### config.mk
export PLATFORM = sky130hd
export DESIGN_NAME = vending_ctrl_multi
export DESIGN_NICKNAME = d
export VERILOG_FILES = /design/src/rtl/vending_ctrl_multi.sv
export SDC_FILE = /design/constraint.sdc
export NUM_CORES = 1
export LEC_CHECK = 0
export ABC_AREA = 1
export BUFFER_PORTS_ARGS = -buffer_cell sky130_fd_sc_hd__clkbuf_2
export CAP_MARGIN = 40
export CORE_MARGIN = 4
export CORE_UTILIZATION = 60
export DETAILED_ROUTE_END_ITERATION = 8
export PLACE_DENSITY_LB_ADDON = 0.2
export SLEW_MARGIN = 10
export SYNTH_ARGS = -nofsm -noshare
export SYNTH_HDL_FRONTEND = slang
export SYNTH_SLANG_ARGS = --single-unit
### constraint.sdc
create_clock -name clk -period 3.8 [get_ports clk]
set_clock_uncertainty 0.2 [all_clocks]
set_input_delay 0.57 -clock clk [delete_from_list [all_inputs] [get_ports clk]]
set_output_delay 0.57 -clock clk [all_outputs]
set_load 0.02 [all_outputs]
### src/rtl/vending_ctrl_multi.sv
// Multi-item vending controller: one-hot coin credit, per-slot stock, single-price vend
// with dispenser handshake, and greedy quarter/dime/nickel change or refund payout.
module vending_ctrl_multi #(
  parameter int unsigned PRICE      = 150,
  parameter int unsigned MAX_CREDIT = 250,
  parameter int unsigned N_ITEMS    = 6,
  parameter int unsigned STOCK_W    = 4,
  parameter int unsigned INIT_STOCK = 15,
  parameter int unsigned CREDIT_W   = 9,
  parameter int unsigned SEL_W      = $clog2(N_ITEMS)
) (
  input  logic                clk,
  input  logic                rst_n,
  input  logic                coin_valid,
  input  logic [4:0]          coin,
  output logic                coin_reject,
  input  logic                sel_valid,
  input  logic [SEL_W-1:0]    sel,
  output logic                sel_err,
  input  logic                refund_req,
  input  logic                restock,
  output logic                vend_valid,
  output logic [SEL_W-1:0]    vend_item,
  input  logic                vend_ready,
  output logic                change_valid,
  output logic [2:0]          change_coin,
  input  logic                change_ready,
  output logic [CREDIT_W-1:0] credit,
  output logic [N_ITEMS-1:0]  sold_out,
  output logic                busy
);

  typedef enum logic [1:0] {ST_IDLE, ST_CREDIT, ST_VEND, ST_CHANGE} state_e;

  localparam int unsigned         SUM_W     = CREDIT_W + 1;
  localparam logic [SUM_W-1:0]    MAX_SUM   = SUM_W'(MAX_CREDIT);
  localparam logic [CREDIT_W-1:0] PRICE_C   = CREDIT_W'(PRICE);
  localparam logic [SEL_W:0]      N_ITEMS_S = (SEL_W+1)'(N_ITEMS);
  localparam logic [STOCK_W-1:0]  INIT_S    = STOCK_W'(INIT_STOCK);
  localparam logic [CREDIT_W-1:0] V_NICKEL  = CREDIT_W'(5);
  localparam logic [CREDIT_W-1:0] V_DIME    = CREDIT_W'(10);
  localparam logic [CREDIT_W-1:0] V_QUARTER = CREDIT_W'(25);
  localparam logic [CREDIT_W-1:0] V_HALF    = CREDIT_W'(50);
  localparam logic [CREDIT_W-1:0] V_DOLLAR  = CREDIT_W'(100);

  state_e               state_q, state_d;
  logic [CREDIT_W-1:0]  credit_d;
  logic [STOCK_W-1:0]   stock_q [N_ITEMS];
  logic [CREDIT_W-1:0]  coin_val, change_val;
  logic [SUM_W-1:0]     coin_sum;
  logic                 coin_fits, sel_ok, vend_hs, change_hs;
  logic                 coin_taken, sel_accept, sel_refuse, vend_dec, restock_go;
  logic                 coin_reject_d, sel_err_d, vend_valid_d, change_valid_d, busy_d;
  logic [SEL_W-1:0]     vend_item_d;
  logic [2:0]           change_coin_d;

  // Input decode: coin value (0 = malformed), selection eligibility, handshakes
  always_comb begin
    coin_val = '0;
    case (coin)
      5'b00001: coin_val = V_NICKEL;
      5'b00010: coin_val = V_DIME;
      5'b00100: coin_val = V_QUARTER;
      5'b01000: coin_val = V_HALF;
      5'b10000: coin_val = V_DOLLAR;
      default:  coin_val = '0;
    endcase
    change_val = '0;
    case (change_coin)
      3'b100:  change_val = V_QUARTER;
      3'b010:  change_val = V_DIME;
      3'b001:  change_val = V_NICKEL;
      default: change_val = '0;
    endcase
    coin_sum  = SUM_W'(credit) + SUM_W'(coin_val);
    coin_fits = (coin_val != '0) && (coin_sum <= MAX_SUM);
    sel_ok    = ({1'b0, sel} < N_ITEMS_S) && (credit >= PRICE_C) && (stock_q[sel] != '0);
    vend_hs   = vend_valid && vend_ready;
    change_hs = change_valid && change_ready;
  end

  always_ff @(posedge clk or negedge rst_n) begin : state_reg
    if (!rst_n) state_q <= ST_IDLE;
    else        state_q <= state_d;
  end

  // Next state and datapath updates; refund beats selection beats coin
  always_comb begin
    state_d    = state_q;
    credit_d   = credit;
    coin_taken = 1'b0;
    sel_accept = 1'b0;
    sel_refuse = 1'b0;
    vend_dec   = 1'b0;
    restock_go = 1'b0;
    case (state_q)
      ST_IDLE, ST_CREDIT: begin
        if (refund_req && state_q == ST_CREDIT) begin
          state_d = ST_CHANGE;
        end else if (sel_valid) begin
          if (state_q == ST_CREDIT && sel_ok) begin
            state_d    = ST_VEND;
            sel_accept = 1'b1;
          end else begin
            sel_refuse = 1'b1;
          end
        end else if (coin_valid && coin_fits) begin
          credit_d   = coin_sum[CREDIT_W-1:0];
          state_d    = ST_CREDIT;
          coin_taken = 1'b1;
        end
        restock_go = restock && (state_q == ST_IDLE);
      end
      ST_VEND: begin
        if (vend_hs) begin
          credit_d = credit - PRICE_C;
          vend_dec = 1'b1;
          state_d  = (credit == PRICE_C) ? ST_IDLE : ST_CHANGE;
        end
      end
      ST_CHANGE: begin
        if (change_hs) begin
          credit_d = credit - change_val;
          if (credit == change_val) state_d = ST_IDLE;
        end
      end
      default: state_d = ST_IDLE;
    endcase
  end

  // Next values of the registered outputs, derived from the upcoming state
  always_comb begin
    coin_reject_d  = coin_valid && !coin_taken;
    sel_err_d      = sel_refuse;
    vend_valid_d   = (state_d == ST_VEND);
    vend_item_d    = sel_accept ? sel : vend_item;
    change_valid_d = (state_d == ST_CHANGE);
    busy_d         = (state_d == ST_VEND) || (state_d == ST_CHANGE);
    change_coin_d  = 3'b000;
    if (change_valid_d) begin
      if (credit_d >= V_QUARTER)   change_coin_d = 3'b100;
      else if (credit_d >= V_DIME) change_coin_d = 3'b010;
      else                         change_coin_d = 3'b001;
    end
  end

  always_ff @(posedge clk or negedge rst_n) begin : data_reg
    if (!rst_n) begin
      credit       <= '0;
      coin_reject  <= 1'b0;
      sel_err      <= 1'b0;
      vend_valid   <= 1'b0;
      vend_item    <= '0;
      change_valid <= 1'b0;
      change_coin  <= 3'b000;
      busy         <= 1'b0;
      for (int i = 0; i < N_ITEMS; i++) stock_q[i] <= INIT_S;
    end else begin
      credit       <= credit_d;
      coin_reject  <= coin_reject_d;
      sel_err      <= sel_err_d;
      vend_valid   <= vend_valid_d;
      vend_item    <= vend_item_d;
      change_valid <= change_valid_d;
      change_coin  <= change_coin_d;
      busy         <= busy_d;
      for (int i = 0; i < N_ITEMS; i++) begin
        if (restock_go)
          stock_q[i] <= INIT_S;
        else if (vend_dec && vend_item == SEL_W'(i))
          stock_q[i] <= stock_q[i] - STOCK_W'(1);
      end
    end
  end

  always_comb begin
    for (int i = 0; i < N_ITEMS; i++) sold_out[i] = (stock_q[i] == '0);
  end

endmodule

==> flow_summary_export.csv <==
group,metric,value,unit
outcome,status,"complete, no violations",
synthesis,synth_area_leader_cell,"dfstp_2",
synthesis,synth_cell_types,51,
global_route,overflow,0,
synthesis,ys.flop_type,"dfstp_2",
global_route,grt_pass1_vias,3612,
synthesis,synthAdderAreaFrac,7.29,%
synthesis,ys_async_sr_fraction,100,%
route,drt_first_pass_iters,5,
synthesis,ys_top_cells_by_count,"nand2_1 (116), inv_1 (97), nor2_1 (48)",
timing,setup-violations-final,0,
placement,port_buffers,41,
cts,cts_max_level,2,
cts,cts_tree,"built",
timing,holdWs,0.112,ns
route,dr_total_vias,3743,
layout,fin_util,69.9,%
global_route,track_usage,26.3,%
synthesis,post_synth_and_or_nand_nor_area_fraction,34.9,%
pwr,power.density,612,mW/mm2
route,avgRoutedWirePerCell,14.2,um
floorplan,die_y,87.7,um
placement,place_area,0.00409,mm2
cts,cts_made_buffers,5,
synthesis,yosys.area_share.xor_xnor,1.38,%
route,viasPerCell,5.59,
cts,clk_pin_slew_worst_paths,0.09,ns
synthesis,synth_edf_count,0,
synthesis,synth_compound_area_share,13.9,%
floorplan,die_x,87.7,um
timing,layout_min_cycle_time,3.36,ns
setup_path,endpoint_kind,"register",
floorplan,initial_utilization,63.2,%
job,cap_viol_max_count,0,
placement,dp.cells,662,
cts,clock_sinks,46,
timing,worst_slew_pin_slew,0.706,ns
setup_path,start_kind,"input port",
cts,clockRootBuffer,"clkbuf_8",
layout,nNetsFinal,631,
synthesis,yosysMostFrequentCell,"nand2_1",
route,drtIter0Drc,211,
setup_path,cp.required,3.79,ns
cts,cts_resized,0,
route,drc,0,
layout,areaGrowthSynthToFinish,10.5,%
pwr,total_power,2.57,mW
global_route,grt_max_degree,28,
synthesis,yosys.area.top_type_share,16.6,%
layout,design_area,0.00421,mm2
timing,rsz0062_at_grt,"no",
cts,ctsHoldBuffers,0,
floorplan,ioPinCount,42,
global_route,grt_pass1_wl,16200,um
setup_path,arrival,3.35,ns
synthesis,synth_nets,585,
floorplan,dieArea,0.00769,mm2
synthesis,postSynthCellCount,548,
synthesis,ys_seq_area_share,31.0,%
route,antenna_left,0,
synthesis,ys_warn_count,0,
setup_path,path_max_fanout,11,
timing,fin_crit_sh,88.4,%
placement,place_hpwl,7410,um
layout,stdcell_count,670,
timing,relSlewSlack,53.0,%
timing,report.final.slew_viol_count,0,
worst_hold_path,hold_class,"in -> async",
pwr,ir_drop,0.000403,V
timing,setup_ws,0.443,ns
cts,insertion_delay,0.29,ns
layout,fillers,539,
global_route,antenna_found_initial,0,
layout,diodes,0,
pwr,p_leak,2.21,nW
timing,setup_tns,0,ns
layout,final_layout_size_suffix_gt1_share,21.0,%
floorplan,rows,28,
synthesis,synth_seq_cells,46,
placement,finalWeightedCongestion,0.940,
cts,clockBufferDepth,2,
synthesis,synth.area.mux_share,0,%
timing,clock.fmax,298,MHz
route,wl,9480,um
setup_path,path_class,"in -> reg",
cts,post_cts_buffers,0,
floorplan,core,0.00603,mm2
synthesis,synthTopCellsByArea,"dfstp_2 (17%), dfrtp_1 (14%), nand2_1 (11%), inv_1 (9.6%), ha_1 (6.2%)",
timing,hold_viol,0,
synthesis,postSynthAreaPerCell,6.95,um2
placement,place_ws,0.161,ns
synthesis,synth_top_family_by_area,"simple AND/OR/NAND/NOR gates",
synthesis,syn_area,0.00381,mm2
[worst paths after layout]
kind,startpoint,endpoint,slack (ns),depth (start not counted)
max in group asynchronous,rst_n,stock_q[0],2.52,2
hold reg to reg,stock_q[11],stock_q[11],0.29,2
min in group clk,stock_q[11],stock_q[11],0.29,2
setup / recovery,coin[4],change_coin[1],0.44,24
hold / removal,rst_n,vend_item[2],0.11,1
setup reg to reg,change_coin[1],change_coin[1],0.58,20
[per-layer routing]
layer | vias up | GRT usage, % | routed length (um)
li1 | 1875 | - | -
met1 | 1720 | 36.0 | 4360
met4 | 0 | 5.30 | 99
met5 | - | 0 | 0
met2 | 134 | 43.8 | 4420
met3 | 14 | 4.80 | 600
[sequential cells by signal, indices dropped and copies added, names as in the netlist]
signal and flops:
credit 9, state_q 2, busy 1, stock_q 24
coin_reject 1, vend_valid 1, change_valid 1, vend_item 3
change_coin 3, sel_err 1
[power by group]
group	switching [mW]	internal (mW)	leakage, nW
registers	0.182	0.626	0.511
logic	0.900	0.489	1.64
clock network	0.163	0.215	0.0585
total	1.24	1.33	2.21
[worst max-delay path, cell delays in order]
cell	delay, ns
clkbuf_2	0.09
inv_1	0.07
nand3_1	0.16
nand2_1	0.11
ha_1	0.23
fa_1	0.43
nand2_1	0.09
nand2_1	0.09
nand3b_2	0.12
nand2_2	0.07
nand2_1	0.07
nand2_2	0.08
nor2_4	0.13
nand2_4	0.08
nand3_2	0.22
nand2_1	0.09
nand3_1	0.09
nand2_1	0.06
inv_1	0.07
nand2_2	0.06
nor2_2	0.18
nand3_1	0.10
nand2_1	0.07
nor2_1	0.04
[placed cells by master, fill, tap and decap left out, types with 9 or more instances in the layout]
master      n
nand2_2    12
inv_1      97
inv_2       9
a21oi_1    23
ha_1       19
nand4_1    14
nor3_1      9
nand3_1    42
o211ai_1   11
dfstp_2    24
dfrtp_1    22
clkbuf_2   41
nor2_1     48
o21ai_0    34
nand2_1   116
[cell families after synthesis]
kind of cell	count (synthesis)
and+or+nand+nor	274
buffers and inverters	112
AOI/OAI and AO/OA	89
DFF	46
adders and majority gates	21
xor gates and xnor gates	6
[area by class of cell]
cell class	count	area (um2)	area share, %
timing repair buffer	44	228	5.41
multi-input combinational	390	2190	52.0
clock buffer	7	86.3	2.05
clock inverter	1	30.0	0.713
sequential	46	1180	28.1
inverter	107	403	9.57
tap	75	93.8	2.23
Note: power is estimated with default switching activity, not from simulation.
